`config.mk`:
```
export PLATFORM = sky130hd
export DESIGN_NAME = scan_chain_ctrl_flat
export DESIGN_NICKNAME = d
export VERILOG_FILES = /design/src/rtl/scan_chain_ctrl_if.sv /design/src/rtl/scan_chain_ctrl.sv /design/src/flat_wrapper.sv
export SDC_FILE = /design/constraint.sdc
export NUM_CORES = 1
export LEC_CHECK = 0
export ABC_AREA = 0
export BUFFER_PORTS_ARGS = -buffer_cell sky130_fd_sc_hd__buf_2
export CORE_UTILIZATION = 30
export DETAILED_ROUTE_END_ITERATION = 7
export SLEW_MARGIN = 20
export SYNTH_ARGS = -nofsm -noshare
export SYNTH_HDL_FRONTEND = slang
export SYNTH_SLANG_ARGS = --single-unit
```
`constraint.sdc`:
```
create_clock -name ck -period 2.5 [get_ports ck]
set_input_delay 0.5 -clock ck [delete_from_list [all_inputs] [get_ports ck]]
set_output_delay 0.5 -clock ck [all_outputs]
set_load 0.05 [all_outputs]
```
`src/rtl/scan_chain_ctrl_if.sv`:
```
// Handshake bundle between a scan-chain sequencer and its test wrapper / flop chain.
interface scan_chain_ctrl_if #(
   parameter int CHAIN_LEN = 8
);
   logic                 start;
   logic [CHAIN_LEN-1:0] pat;
   logic [CHAIN_LEN-1:0] exp;
   logic                 so;
   logic                 se;
   logic                 si;
   logic [CHAIN_LEN-1:0] resp;
   logic                 busy;
   logic                 done;
   logic                 mismatch;

   modport master (
      input  start, pat, exp, so,
      output se, si, resp, busy, done, mismatch
   );

   modport slave (
      output start, pat, exp, so,
      input  se, si, resp, busy, done, mismatch
   );
endinterface

```
`src/rtl/scan_chain_ctrl.sv`:
```
// Scan test sequencer: loads a latched pattern into a scan chain, holds functional
// capture for CAPTURE_CYCLES, unloads the response and compares it with the expected value.
module scan_chain_ctrl #(
   parameter int CHAIN_LEN      = 8,
   parameter int CAPTURE_CYCLES = 1
) (
   input  logic              ck,
   input  logic              rst,
   scan_chain_ctrl_if.master bus
);

   localparam int MAX_CNT = (CHAIN_LEN > CAPTURE_CYCLES) ? CHAIN_LEN : CAPTURE_CYCLES;
   localparam int CW      = $clog2(MAX_CNT) + 1;

   localparam logic [CW-1:0] CNT_ZERO  = {CW{1'b0}};
   localparam logic [CW-1:0] CNT_ONE   = {{(CW-1){1'b0}}, 1'b1};
   localparam logic [CW-1:0] SHIFT_END = CW'(CHAIN_LEN - 1);
   localparam logic [CW-1:0] CAP_END   = CW'(CAPTURE_CYCLES - 1);

   typedef enum logic [2:0] {
      ST_IDLE    = 3'd0,
      ST_LOAD    = 3'd1,
      ST_CAPTURE = 3'd2,
      ST_UNLOAD  = 3'd3,
      ST_FINISH  = 3'd4
   } state_t;

   state_t               state_r;
   state_t               state_s;
   logic [CW-1:0]        cnt_r;
   logic [CW-1:0]        cnt_s;
   logic [CHAIN_LEN-1:0] pat_q_r;
   logic [CHAIN_LEN-1:0] exp_q_r;
   logic [CHAIN_LEN-1:0] resp_r;
   logic                 mismatch_r;
   logic                 se_r;
   logic                 si_r;
   logic                 busy_r;
   logic                 done_r;

   logic                 accept_s;
   logic [CHAIN_LEN-1:0] pat_d_s;
   logic [CHAIN_LEN-1:0] pat_sh_s;
   logic                 si_s;
   logic [CHAIN_LEN-1:0] resp_sh_s;

   // Next-state and counter sequencing; the counter restarts on every state change.
   always_comb begin
      state_s  = state_r;
      cnt_s    = cnt_r + CNT_ONE;
      accept_s = 1'b0;
      case (state_r)
         ST_IDLE: begin
            cnt_s = CNT_ZERO;
            if (bus.start) begin
               accept_s = 1'b1;
               state_s  = ST_LOAD;
            end else begin
               state_s  = ST_IDLE;
            end
         end
         ST_LOAD: begin
            if (cnt_r == SHIFT_END) begin
               state_s = ST_CAPTURE;
               cnt_s   = CNT_ZERO;
            end else begin
               state_s = ST_LOAD;
            end
         end
         ST_CAPTURE: begin
            if (cnt_r == CAP_END) begin
               state_s = ST_UNLOAD;
               cnt_s   = CNT_ZERO;
            end else begin
               state_s = ST_CAPTURE;
            end
         end
         ST_UNLOAD: begin
            if (cnt_r == SHIFT_END) begin
               state_s = ST_FINISH;
               cnt_s   = CNT_ZERO;
            end else begin
               state_s = ST_UNLOAD;
            end
         end
         ST_FINISH: begin
            state_s = ST_IDLE;
            cnt_s   = CNT_ZERO;
         end
         default: begin
            state_s = ST_IDLE;
            cnt_s   = CNT_ZERO;
         end
      endcase
   end

   // Scan-in bit for the coming cycle: MSB first, taken from the pattern being latched on entry.
   always_comb begin
      pat_d_s   = accept_s ? bus.pat : pat_q_r;
      pat_sh_s  = pat_d_s << cnt_s;
      si_s      = (state_s == ST_LOAD) ? pat_sh_s[CHAIN_LEN-1] : 1'b0;
      resp_sh_s = {resp_r[CHAIN_LEN-2:0], bus.so};
   end

   // State, counter and the output decode, registered from the next-state values.
   always_ff @(posedge ck or posedge rst) begin
      if (rst) begin
         state_r <= ST_IDLE;
         cnt_r   <= CNT_ZERO;
         se_r    <= 1'b0;
         si_r    <= 1'b0;
         busy_r  <= 1'b0;
         done_r  <= 1'b0;
      end else begin
         state_r <= state_s;
         cnt_r   <= cnt_s;
         se_r    <= (state_s == ST_LOAD) || (state_s == ST_UNLOAD);
         si_r    <= si_s;
         busy_r  <= (state_s != ST_IDLE);
         done_r  <= (state_s == ST_FINISH);
      end
   end

   // Pattern/expect latches, response shift register and the compare result.
   always_ff @(posedge ck or posedge rst) begin
      if (rst) begin
         pat_q_r    <= {CHAIN_LEN{1'b0}};
         exp_q_r    <= {CHAIN_LEN{1'b0}};
         resp_r     <= {CHAIN_LEN{1'b0}};
         mismatch_r <= 1'b0;
      end else begin
         if (accept_s) begin
            pat_q_r <= bus.pat;
            exp_q_r <= bus.exp;
         end else begin
            pat_q_r <= pat_q_r;
            exp_q_r <= exp_q_r;
         end
         if ((state_r == ST_CAPTURE) && (state_s == ST_UNLOAD)) begin
            resp_r     <= {CHAIN_LEN{1'b0}};
            mismatch_r <= 1'b0;
         end else if (state_r == ST_UNLOAD) begin
            resp_r     <= resp_sh_s;
            mismatch_r <= (state_s == ST_FINISH) ? (resp_sh_s != exp_q_r) : mismatch_r;
         end else begin
            resp_r     <= resp_r;
            mismatch_r <= mismatch_r;
         end
      end
   end

   assign bus.se       = se_r;
   assign bus.si       = si_r;
   assign bus.busy     = busy_r;
   assign bus.done     = done_r;
   assign bus.resp     = resp_r;
   assign bus.mismatch = mismatch_r;

endmodule
```
`src/flat_wrapper.sv`:
```
// flat-port wrapper written by rule: the top's interface ports become plain ports
module scan_chain_ctrl_flat 
#(
   parameter int CHAIN_LEN      = 8,
   parameter int CAPTURE_CYCLES = 1
)
  (ck, rst, bus_start, bus_pat, bus_exp, bus_so, bus_se, bus_si, bus_resp, bus_busy, bus_done, bus_mismatch);
  scan_chain_ctrl_if #(.CHAIN_LEN(CHAIN_LEN)) bus_i ();
  input  logic ck;
  input  logic rst;
  input wire logic [$bits(bus_i.start)-1:0] bus_start;
  input wire logic [$bits(bus_i.pat)-1:0] bus_pat;
  input wire logic [$bits(bus_i.exp)-1:0] bus_exp;
  input wire logic [$bits(bus_i.so)-1:0] bus_so;
  output wire logic [$bits(bus_i.se)-1:0] bus_se;
  output wire logic [$bits(bus_i.si)-1:0] bus_si;
  output wire logic [$bits(bus_i.resp)-1:0] bus_resp;
  output wire logic [$bits(bus_i.busy)-1:0] bus_busy;
  output wire logic [$bits(bus_i.done)-1:0] bus_done;
  output wire logic [$bits(bus_i.mismatch)-1:0] bus_mismatch;
  assign bus_i.start = bus_start;
  assign bus_i.pat = bus_pat;
  assign bus_i.exp = bus_exp;
  assign bus_i.so = bus_so;
  assign bus_se = bus_i.se;
  assign bus_si = bus_i.si;
  assign bus_resp = bus_i.resp;
  assign bus_busy = bus_i.busy;
  assign bus_done = bus_i.done;
  assign bus_mismatch = bus_i.mismatch;
  scan_chain_ctrl #(.CHAIN_LEN(CHAIN_LEN), .CAPTURE_CYCLES(CAPTURE_CYCLES)) u_core (.ck(ck), .rst(rst), .bus(bus_i));
endmodule
```
==> impl_summary.md <==
Synth
Counting distinct cell types in the post-synthesis netlist gives 33. The net count of the mapped netlist is 152. Sorting the synthesized cells by how often they occur yields sky130_fd_sc_hd__dfrtp_1, sky130_fd_sc_hd__mux2_2, sky130_fd_sc_hd__xnor2_1. Counting flops with an async set or reset pin after synthesis yields a share of 100.0%. Yosys mapped a number of flops with a built-in enable equal to 0. The most common cell in the synthesized netlist is sky130_fd_sc_hd__dfrtp_1. The sequential cell area fraction in the yosys report is 53.93%. By area the synthesized netlist is led by sky130_fd_sc_hd__dfrtp_1, sky130_fd_sc_hd__mux2_2, sky130_fd_sc_hd__xnor2_1, sky130_fd_sc_hd__a22o_1, sky130_fd_sc_hd__mux2i_1. The mean cell area of the mapped netlist is 12.85 um^2. The largest total area in the synthesized netlist belongs to sky130_fd_sc_hd__dfrtp_1. The top flip-flop cell by instance count after synthesis is sky130_fd_sc_hd__dfrtp_1. After synthesis the netlist holds a flip-flop and latch count of 36.

The cell count after synthesis is 130. Yosys printed 0 warnings. The synthesized area is 1670 um^2. Of the post-synthesis cell area, the dominant cell type holds 53.93%.

Placement
The final RePlAce weighted congestion is 0.7256. Summed over all nets, the half-perimeter wirelength after detailed placement is 2.208 mm. During placement, the flow inserted port buffers numbering 32.

At the placement stage, the worst setup path has a slack of 454.8 ps.

Worst setup path
Among all stages on the critical path, the largest delay is contributed by sky130_fd_sc_hd__dfrtp_1. The critical path buffer and inverter count is 1. The highest net fanout along the worst path is 17. The capturing element type of the critical path is a flop. The critical path is of the flop to flop type.

The most frequent cell on the critical path is sky130_fd_sc_hd__mux2i_1. The largest delay contributor family on the critical path is multiplexers. STA puts the critical path data required time at 2670 ps. The start of the worst register-to-register path is u_core.state_r[1]. The signal on the critical path passes through nor4b_4 > buf_4 > mux2_2 > mux2i_1 > mux2i_1 > a22o_1. In this run the worst setup path begins at u_core.state_r[1].

The data arrival time of the critical path is 2220 ps. STA classifies the critical path startpoint as a flop. On the worst path, the slowest cell contributes a delay of 520 ps.

GRT
The number of global-route vias before repair is 1096. The overall routing resource usage is 11.68%. The total overflow left after global routing is 0. The initial antenna violation count is 0. The pin count of the biggest net entering global routing is 37. The wire length of the first global-routing pass is 5.340 mm.

Die
Row generation in the floorplan step produced 26 rows. During I/O placement, the number of pins put on the boundary was 33. The vertical die dimension is 76.62 um. In this run the standard cell core region covers 5238 um^2.

The area enclosed by the die boundary is 5870 um^2. The chip width is 76.62 um. For this configuration, the core starts out at a cell density of 31.89%.

STA
Clock skew on the completed layout was measured at 6.655 ps. Timing would allow up to 487.8 MHz. The final-report hold violation count is 0. The count of endpoints failing setup in the final report is 0. The slew of the pin with the lowest slew margin is 514.3 ps.

In this run the tightest slew margin relative to its limit is 65.23%. After layout, the worst setup slack is 450.1 ps. Setup repair after global routing left no endpoint under its margin.

The final period demand of the worst path is 2050 ps. The post-route fraction of the period consumed by the critical path is 81.99%. The accumulated negative setup slack is 0 ps.

The number of max-slew violations in the final report is 0.

Clock tree
Once the clock tree was built, the setup fixing pass inserted 0 buffers. The clock latency on the worst-skew pair is 280 ps. For this design, the sink count on the clock tree is 36.

CTS placed an instance of sky130_fd_sc_hd__clkbuf_8 at the clock tree root. Buffers inserted to repair hold after CTS numbered 0. Clock tree synthesis inserted a total of 5 buffers. In this run, post-CTS repair resized a total of 0 instances. The CTS clock-pin slew for the worst setup and hold paths is 70 ps.

The TritonCTS clock tree is done. Counting along the longest clock path gives a buffer depth of 2. The H-tree generated during clock tree synthesis spans 2 levels.

Power
For this design the ratio of total power to cell area is 1441 nW/um^2. The internal power summed over all cells is 1.685 mW. Per report_power, the combinational group accounts for 48.5% of the total. The clock network power share is 14.6%. The power spent charging and discharging nets is 1.184 mW. The fraction of power consumed by sequential logic is 36.9%. For this design the static power due to leakage is 0.9301 nW.

VDD sags by at most 617.3 uV. In this run switching power makes up 41.27% of total power.

Layout
At the end of the flow, the number of nets in the layout was 189. The fraction of layout cells with a size suffix above 1 is 36.31%. The synthesis-to-layout area growth is 19.25%.

The filler cells instantiated in the layout total 514. The post-layout utilization of the core is 38.03%. The number of antenna cells inserted is 0.

Min path
The tightest min-delay check is of the primary input to async pin type.

Routing
In this run the remaining antenna-violating nets after routing total 0. The first detailed-routing pass ran for 4 iterations. The iteration-0 DRC count of the detailed router is 29. The average vias per placed instance is 4.559. The wire length reported by the detailed router is 3.116 mm. The average wire length per cell after detail routing is 13.09 um. The total number of vias is 1085.

After detailed routing, the number of remaining DRC violations is 0.

Outcome
The flow ran to the end, and the final reports show no timing, DRC or antenna violations.

Job
The max-capacitance violation count is 0.
[metal layers]
| metal | GRT usage, % | share of wire, % | vias up |
|---|---|---|---|
| li1 | - | - | 532 |
| met5 | 0 | 0 | - |
| met2 | 17.03 | 43 | 21 |
| met1 | 16.49 | 53 | 530 |
| met4 | 3.462 | 0.26 | 0 |
| met3 | 3.593 | 3.9 | 2 |
[cells by family after synthesis]
logic type	after synthesis	share of synthesized area [%]
buffers and inverters	12	3.895
xor gates and xnor gates	11	5.768
adders and majority gates	2	1.498
DFF	36	53.93
and+or+nand+nor	26	11.09
muxes	22	14.61
AOI/OAI and AO/OA	21	9.214
[worst paths after layout]
kind                                     endpoint  slack (ps)  cells past startpoint
worst max-delay path                u_core.bus.si         450                      6
worst min-delay path            u_core.exp_q_r[1]         320                      3
worst max register to register      u_core.bus.si         450                      6
worst min register to register  u_core.pat_q_r[2]         500                      1
max in group asynchronous       u_core.exp_q_r[3]        1860                      3
min in group ck                 u_core.exp_q_r[4]         450                      2
[layout by cell type (no fill, tap or decap)]
cell type and count:
sky130_fd_sc_hd__a21o_1 2, sky130_fd_sc_hd__a21oi_1 4, sky130_fd_sc_hd__a22o_1 9, sky130_fd_sc_hd__a31o_1 1, sky130_fd_sc_hd__a31oi_1 1, sky130_fd_sc_hd__and3_1 1
sky130_fd_sc_hd__and3b_1 2, sky130_fd_sc_hd__buf_2 32, sky130_fd_sc_hd__buf_4 3, sky130_fd_sc_hd__clkbuf_1 2, sky130_fd_sc_hd__clkbuf_8 6, sky130_fd_sc_hd__dfrtp_1 36
sky130_fd_sc_hd__ha_1 2, sky130_fd_sc_hd__inv_1 7, sky130_fd_sc_hd__mux2_2 15, sky130_fd_sc_hd__mux2_4 1, sky130_fd_sc_hd__mux2i_1 6, sky130_fd_sc_hd__nand2_1 3
sky130_fd_sc_hd__nand2b_1 1, sky130_fd_sc_hd__nand3_1 1, sky130_fd_sc_hd__nand3b_1 2, sky130_fd_sc_hd__nand4_1 2, sky130_fd_sc_hd__nor2_1 7, sky130_fd_sc_hd__nor3_1 2
sky130_fd_sc_hd__nor4_2 1, sky130_fd_sc_hd__nor4_4 1, sky130_fd_sc_hd__nor4b_1 1, sky130_fd_sc_hd__nor4b_4 1, sky130_fd_sc_hd__o21a_1 2, sky130_fd_sc_hd__o21ai_0 2
sky130_fd_sc_hd__or3b_2 1, sky130_fd_sc_hd__xnor2_1 10, sky130_fd_sc_hd__xor2_1 1
[cell type report]
cell class	count	area, um^2	share of cell area, %
well taps	70	87.58	4.397
multi-input cells	82	704.4	35.36
repair buffers	35	182.7	9.171
inverters	7	26.28	1.319
clock buffers	8	90.09	4.523
flip-flops and latches	36	900.9	45.23
[per-stage QoR]
| stage | area (um^2) | power [mW] | cells | hold slack (ps) |
|---|---|---|---|---|
| floorplan | 1670 | 2.196 | 130 | 467.5 |
| detailed placement | 1902 | 2.478 | 230 | 485.4 |
| global route | 1992 | 3.079 | 238 | 366.7 |
| global placement | 1902 | 2.457 | 230 | 483.4 |
| finish | 1992 | 2.870 | 238 | 316.9 |
| CTS | 1992 | 2.912 | 238 | 327.4 |
[worst min-delay path, cell delays in order]
cell and delay [ps]:
sky130_fd_sc_hd__buf_2 90, sky130_fd_sc_hd__inv_1 40, sky130_fd_sc_hd__buf_4 400
[power by group through the flow]
stage / Combinational [mW] / Sequential, mW / Clock [mW]
after global placement: 1.39 / 1.06 / 0
after CTS: 1.41 / 1.06 / 0.440
final: 1.39 / 1.06 / 0.420
after floorplan: 0.915 / 1.28 / 0
after detailed placement: 1.41 / 1.07 / 0
after global routing: 1.53 / 1.09 / 0.459
[state kept, by name (all words and copies together), names as in the netlist]
signal	cells
u_core.pat_q_r	8
u_core.bus.mismatch	1
u_core.bus.busy	1
u_core.bus.done	1
u_core.bus.resp	8
u_core.state_r	3
u_core.cnt_r	4
u_core.bus.si	1
u_core.bus.se	1
u_core.exp_q_r	8
Power figures use the tool's default switching activity.
